### config.mk
export PLATFORM = sky130hd
export DESIGN_NAME = ifmap_skew_feeder
export DESIGN_NICKNAME = d
export VERILOG_FILES = /design/src/rtl/mmu_pkg.sv /design/src/rtl/skew_delay_line.sv /design/src/rtl/ifmap_skew_feeder.sv
export SDC_FILE = /design/constraint.sdc
export NUM_CORES = 1
export LEC_CHECK = 0
export ABC_AREA = 1
export BUFFER_PORTS_ARGS = -buffer_cell sky130_fd_sc_hd__buf_2
export CAP_MARGIN = 20
export CORE_UTILIZATION = 30
export DETAILED_ROUTE_END_ITERATION = 16
export PLACE_DENSITY = 0.53
export REMOVE_ABC_BUFFERS = 1
export SYNTH_ARGS = -nofsm -noshare
export SYNTH_HDL_FRONTEND = slang
export SYNTH_SLANG_ARGS = --single-unit
### constraint.sdc
create_clock -name clk -period 3.3 [get_ports clk]
set_input_delay 0.165 -clock clk [delete_from_list [all_inputs] [get_ports clk]]
set_output_delay 0.165 -clock clk [all_outputs]
set_load 0.05 [all_outputs]
### src/rtl/mmu_pkg.sv
// -----------------------------------------------------------------------------
// mmu_pkg
// Shared definitions for the matrix-unit datapath blocks.
//   feeder_state_e : state encoding of the ifmap skew feeder (IDLE/STREAM/DRAIN)
//   drain_cnt_width: width of the drain down-counter for a given row count
// -----------------------------------------------------------------------------
package mmu_pkg;

    typedef enum logic [1:0] {
        ST_IDLE   = 2'd0,
        ST_STREAM = 2'd1,
        ST_DRAIN  = 2'd2
    } feeder_state_e;

    // One extra bit over clog2 so the load value ROWS-1 always fits,
    // including the degenerate ROWS=1 build.
    function automatic int drain_cnt_width(input int rows);
        return $clog2(rows) + 1;
    endfunction

endpackage

### src/rtl/skew_delay_line.sv
// -----------------------------------------------------------------------------
// skew_delay_line
// Fixed-depth delay line carrying one ifmap element together with its enable.
// A stage only loads new data when the enable arriving with it is set, so the
// output holds the last real element during bubbles.
// Ports:
//   clk, rst  : clock, synchronous active-high reset (clears data and enables)
//   en_i      : element valid entering the line
//   data_i    : element entering the line
//   en_o      : enable after DEPTH edges
//   data_o    : element after DEPTH edges (holds last value on bubbles)
// -----------------------------------------------------------------------------
module skew_delay_line #(
    parameter int DEPTH      = 1,
    parameter int DATA_WIDTH = 8
) (
    input  logic                  clk,
    input  logic                  rst,
    input  logic                  en_i,
    input  logic [DATA_WIDTH-1:0] data_i,
    output logic                  en_o,
    output logic [DATA_WIDTH-1:0] data_o
);

    logic [DEPTH-1:0]      en_q;
    logic [DATA_WIDTH-1:0] data_q [DEPTH];

    always_ff @(posedge clk) begin
        if (rst) begin
            en_q <= '0;
            for (int i = 0; i < DEPTH; i++) begin
                data_q[i] <= '0;
            end
        end else begin
            en_q[0] <= en_i;
            if (en_i) begin
                data_q[0] <= data_i;
            end
            for (int i = 1; i < DEPTH; i++) begin
                en_q[i] <= en_q[i-1];
                if (en_q[i-1]) begin
                    data_q[i] <= data_q[i-1];
                end
            end
        end
    end

    assign en_o   = en_q[DEPTH-1];
    assign data_o = data_q[DEPTH-1];

endmodule

### src/rtl/ifmap_skew_feeder.sv
// -----------------------------------------------------------------------------
// ifmap_skew_feeder
// Accepts one ifmap column per beat and skews it across the PE array rows:
// element r of a beat appears on row r, r+1 edges after acceptance. After the
// last beat of a tile the block drains for ROWS-1 cycles (no new beats) and
// pulses done_o when the last element leaves row ROWS-1.
// Ports:
//   clk, rst     : clock, synchronous active-high reset
//   in_valid_i   : upstream column valid
//   in_ready_o   : column can be accepted this cycle (combinational)
//   in_data_i    : column, element r at [r*DATA_WIDTH +: DATA_WIDTH]
//   in_last_i    : final column of the tile
//   ifmap_o      : skewed elements, one per row (registered)
//   ifmap_en_o   : per-row element enable (registered)
//   busy_o       : tile in progress (STREAM or DRAIN, combinational)
//   done_o       : one-cycle pulse as the tile's last element leaves the array
// -----------------------------------------------------------------------------
module ifmap_skew_feeder
    import mmu_pkg::*;
#(
    parameter int DATA_WIDTH = 8,
    parameter int ROWS       = 4
) (
    input  logic                       clk,
    input  logic                       rst,
    input  logic                       in_valid_i,
    output logic                       in_ready_o,
    input  logic [ROWS*DATA_WIDTH-1:0] in_data_i,
    input  logic                       in_last_i,
    output logic [ROWS*DATA_WIDTH-1:0] ifmap_o,
    output logic [ROWS-1:0]            ifmap_en_o,
    output logic                       busy_o,
    output logic                       done_o
);

    localparam int CNT_W = drain_cnt_width(ROWS);

    feeder_state_e    state_q, state_d;
    logic [CNT_W-1:0] cnt_q, cnt_d;
    logic             done_q, done_d;
    logic             beat;

    assign in_ready_o = !rst && (state_q != ST_DRAIN);
    assign beat       = in_valid_i && in_ready_o;
    assign busy_o     = (state_q != ST_IDLE);
    assign done_o     = done_q;

    // With a single row the last element leaves on the accepting edge, so
    // the tile completes without a drain phase.
    always_comb begin
        state_d = state_q;
        cnt_d   = cnt_q;
        done_d  = 1'b0;
        unique case (state_q)
            ST_IDLE, ST_STREAM: begin
                if (beat) begin
                    if (!in_last_i) begin
                        state_d = ST_STREAM;
                    end else if (ROWS > 1) begin
                        state_d = ST_DRAIN;
                        cnt_d   = CNT_W'(ROWS - 1);
                    end else begin
                        state_d = ST_IDLE;
                        done_d  = 1'b1;
                    end
                end
            end
            ST_DRAIN: begin
                cnt_d = cnt_q - CNT_W'(1);
                if (cnt_q == CNT_W'(1)) begin
                    state_d = ST_IDLE;
                    done_d  = 1'b1;
                end
            end
            default: begin
                state_d = ST_IDLE;
            end
        endcase
    end

    always_ff @(posedge clk) begin
        if (rst) begin
            state_q <= ST_IDLE;
            cnt_q   <= '0;
            done_q  <= 1'b0;
        end else begin
            state_q <= state_d;
            cnt_q   <= cnt_d;
            done_q  <= done_d;
        end
    end

    for (genvar r = 0; r < ROWS; r++) begin : g_row
        skew_delay_line #(
            .DEPTH      (r + 1),
            .DATA_WIDTH (DATA_WIDTH)
        ) u_line (
            .clk    (clk),
            .rst    (rst),
            .en_i   (beat),
            .data_i (in_data_i[r*DATA_WIDTH +: DATA_WIDTH]),
            .en_o   (ifmap_en_o[r]),
            .data_o (ifmap_o[r*DATA_WIDTH +: DATA_WIDTH])
        );
    end

endmodule

==> out/results.txt <==
CP required = 3.28 ns
global route overflow = 0
Seq/Total Area, Yosys = 69.7%
setup TNS = 0 ns
cell taking the most area after synthesis = edfxtp_1
Leak = 2.15 nW
Vias/cell = 3.64
Top delay family on crit path = simple AND/OR/NAND/NOR gates
Skew-Pair Late Insertion Delay = 0.34 ns
gr busiest metal = met2
reg2reg path depth = 4
Post-Syn Instances = 334
antenna-violating nets left = 0
CP most frequent cell = nand2_1
IO Count = 75
Pre-Repair DR Iteration Count = 4
Synth Warn # = 0
Worst setup EP type = flip-flop
met1 track utilization from global routing = 10.5%
worst hold path depth = 2
CTS Sinks = 90
Buf/Inv on CP = 1
xor-xnor portion of the synthesized cell area = 0%
Final min period = 1.99 ns
H-Tree Depth = 3
Async SR Flop Fraction = 0%
largest net degree at the start of global routing = 25
post-route cell area = 4410 sq um
initial DRC count = 90
Crit Reg-Reg Startpoint = state_q[0]$_SDFFE_PP0P_
M2 GR Usage = 15.0%
crit path max fanout = 22
Tcrit/Tclk final = 60.4%
Post-DP Area = 4110 sq um
CTS tree = built
VDD IR max = 0.316 mV
EDFF count, synth = 80
Relative slew margins = 57.7%
post-cts gate resize count = 0
IO buf count = 74
core area = 12100 sq um
hold_ws = 0.0443 ns
Avg WL per Cell = 9.69 um
GPL Wtd Cong = 0.754
NumNets Final = 431
Final Worst Setup Slack = 1.31 ns
antenna violations before repair = 0
Fin. Hold Viols = 0
Cell Pwr Density = 602 nW/um^2
die area = 12900 sq um
Max-cap violations = 0
FMAX = 502 MHz
Final Max Slew Viols = 0
compound-cell area share of the yosys netlist = 1.34%
pre-CTS setup slack = 1.28 ns
post-synthesis mux area share = 0%
Clock Skew = 0.00931 ns
reg2reg end = g_row[0].u_line.data_q[0][3]$_SDFFCE_PN0P_
Area growth, synth to finish = 18.0%
# hold bufs at CTS = 0
Final setup viols = 0
Critical-path top delay cell = nand2_1
CP Class = reg2reg
Antenna Cells = 0
hpwl dp = 3940 um
share of layout cells above drive strength 1 = 28.6%
largest stage delay on the critical path = 0.66 ns
Synth top area share = 64.3%
unrepaired setup endpoints after global routing = no
post-synthesis adder-cell area fraction = 0.670%
die span in y = 114 um
Post-CTS Setup Inserts = 0
HP Start = in_last_i
Mapped Area = 3730 sq um
crit-path cells = inv_1 > nand2_1 > nand3_2 > nand2_1
Reg clk slew, reported paths = 0.07 ns
GRT Total Usage = 9.34%
simple-gate share of the synthesized area = 13.0%
synth cell count leaders = inv_1, edfxtp_1, nor2_1
number of global-route vias before repair = 1972
outcome = completed
count of cell types in the netlist = 22
R2R Setup Slk = 1.31 ns
via count = 2058
clock buffer depth = 2
final WL = 5490 um
row cnt = 40
Starting Density = 31.0%
global-route wire length before repair = 8890 um
most common cell in the netlist = inv_1
Residual DRC = 0
main combinational cell family by area after synthesis = buffers and inverters
clk root buf = clkbuf_16
arrival time worst endpoint = 1.97 ns
Worst-Margin Slew = 0.633 ns
Min-Delay Path Class = in2reg
Startpoint Class = flip-flop
Seq cells post-synth = 90
die width = 114 um
met3 GRT Util = 3.35%
CTS buffer count = 9
Mean Syn Cell Area = 11.2 sq um
Worst Hold End = state_q[0]$_SDFFE_PP0P_
Most used DFF post-synth = edfxtp_1
Area contributors post-synth = edfxtp_1, inv_1, nor2_1, dfxtp_1, buf_4
## worst max-delay path by stage
stage                       startpoint                                    endpoint  slack, ns  cells after the start
6_report       state_q[0]$_SDFFE_PP0P_  g_row[0].u_line.data_q[0][3]$_SDFFCE_PN0P_       1.31                      4
5_1_grt        state_q[0]$_SDFFE_PP0P_  g_row[0].u_line.data_q[0][2]$_SDFFCE_PN0P_       1.13                      4
4_1_cts        state_q[0]$_SDFFE_PP0P_  g_row[0].u_line.data_q[0][2]$_SDFFCE_PN0P_       1.29                      4
3_5_place_dp                       rst  g_row[0].u_line.data_q[0][2]$_SDFFCE_PN0P_       1.28                      4
3_3_place_gp                       rst  g_row[0].u_line.data_q[0][3]$_SDFFCE_PN0P_       1.35                      4
2_1_floorplan  state_q[0]$_SDFFE_PP0P_  g_row[0].u_line.data_q[0][0]$_SDFFCE_PN0P_       1.66                      4
## state kept, by name (all words and copies together), names as in the netlist
name / count
g_row.u_line.data_q: 80
g_row.u_line.en_q: 4
cnt_q: 3
state_q: 2
done_o: 1
## metrics by stage
step	power, mW	utilization, %	instances
2_1_floorplan	1.59	-	308
3_3_place_gp	1.68	34.1	550
3_5_place_dp	1.68	34.1	550
4_1_cts	2.69	36.5	566
5_1_grt	2.76	36.5	566
6_report	2.65	36.5	566
## cell type report
| type | count | area (sq um) |
|---|---|---|
| Tap cell | 168 | 210 |
| Inverter | 97 | 369 |
| Clock buffer | 10 | 229 |
| Fill cell | 1234 | 7660 |
| Timing Repair Buffer | 74 | 370 |
| Multi-Input combinational cell | 121 | 559 |
| Clock inverter | 6 | 65.1 |
| Sequential cell | 90 | 2600 |
## kinds of logic after synthesis
| logic type | after synthesis |
|---|---|
| fa+ha+maj | 2 |
| compound gates | 9 |
| buf+inv | 123 |
| flops | 90 |
| simple gates | 110 |
## layout by cell type, fill, tap and decap left out
master       n
nand2_4      2
clkinvlp_4   1
dfxtp_1     10
nand3_2      1
nand2_8      1
nor2_1      60
nand2_1     31
nor4_1       1
clkbuf_16    9
edfxtp_1    80
a21oi_1      5
clkbuf_1     1
inv_1       87
o211ai_1     2
o21ai_0      2
clkinv_2     2
buf_2       74
clkinv_4     1
bufinv_16    1
ha_1         2
nand3_1      3
inv_6        2
inv_2        9
or2_2        1
nand2_2     10
## metal layers
layer  up-vias  part of all wire (%)
met2        52                    47
li1       1103                     -
met5         -                     0
met4         0                   2.8
met1       893                    44
met3        10                   5.9
## power breakdown
| part | internal, mW | total [mW] | leakage (nW) | switching (mW) |
|---|---|---|---|---|
| Combinational | 0.0679 | 0.293 | 1.08 | 0.225 |
| Sequential | 1.33 | 1.36 | 0.925 | 0.0230 |
| Clock | 0.588 | 1.01 | 0.143 | 0.417 |
| Total | 1.99 | 2.65 | 2.15 | 0.665 |
No activity file was read; power rests on OpenSTA's default activity.
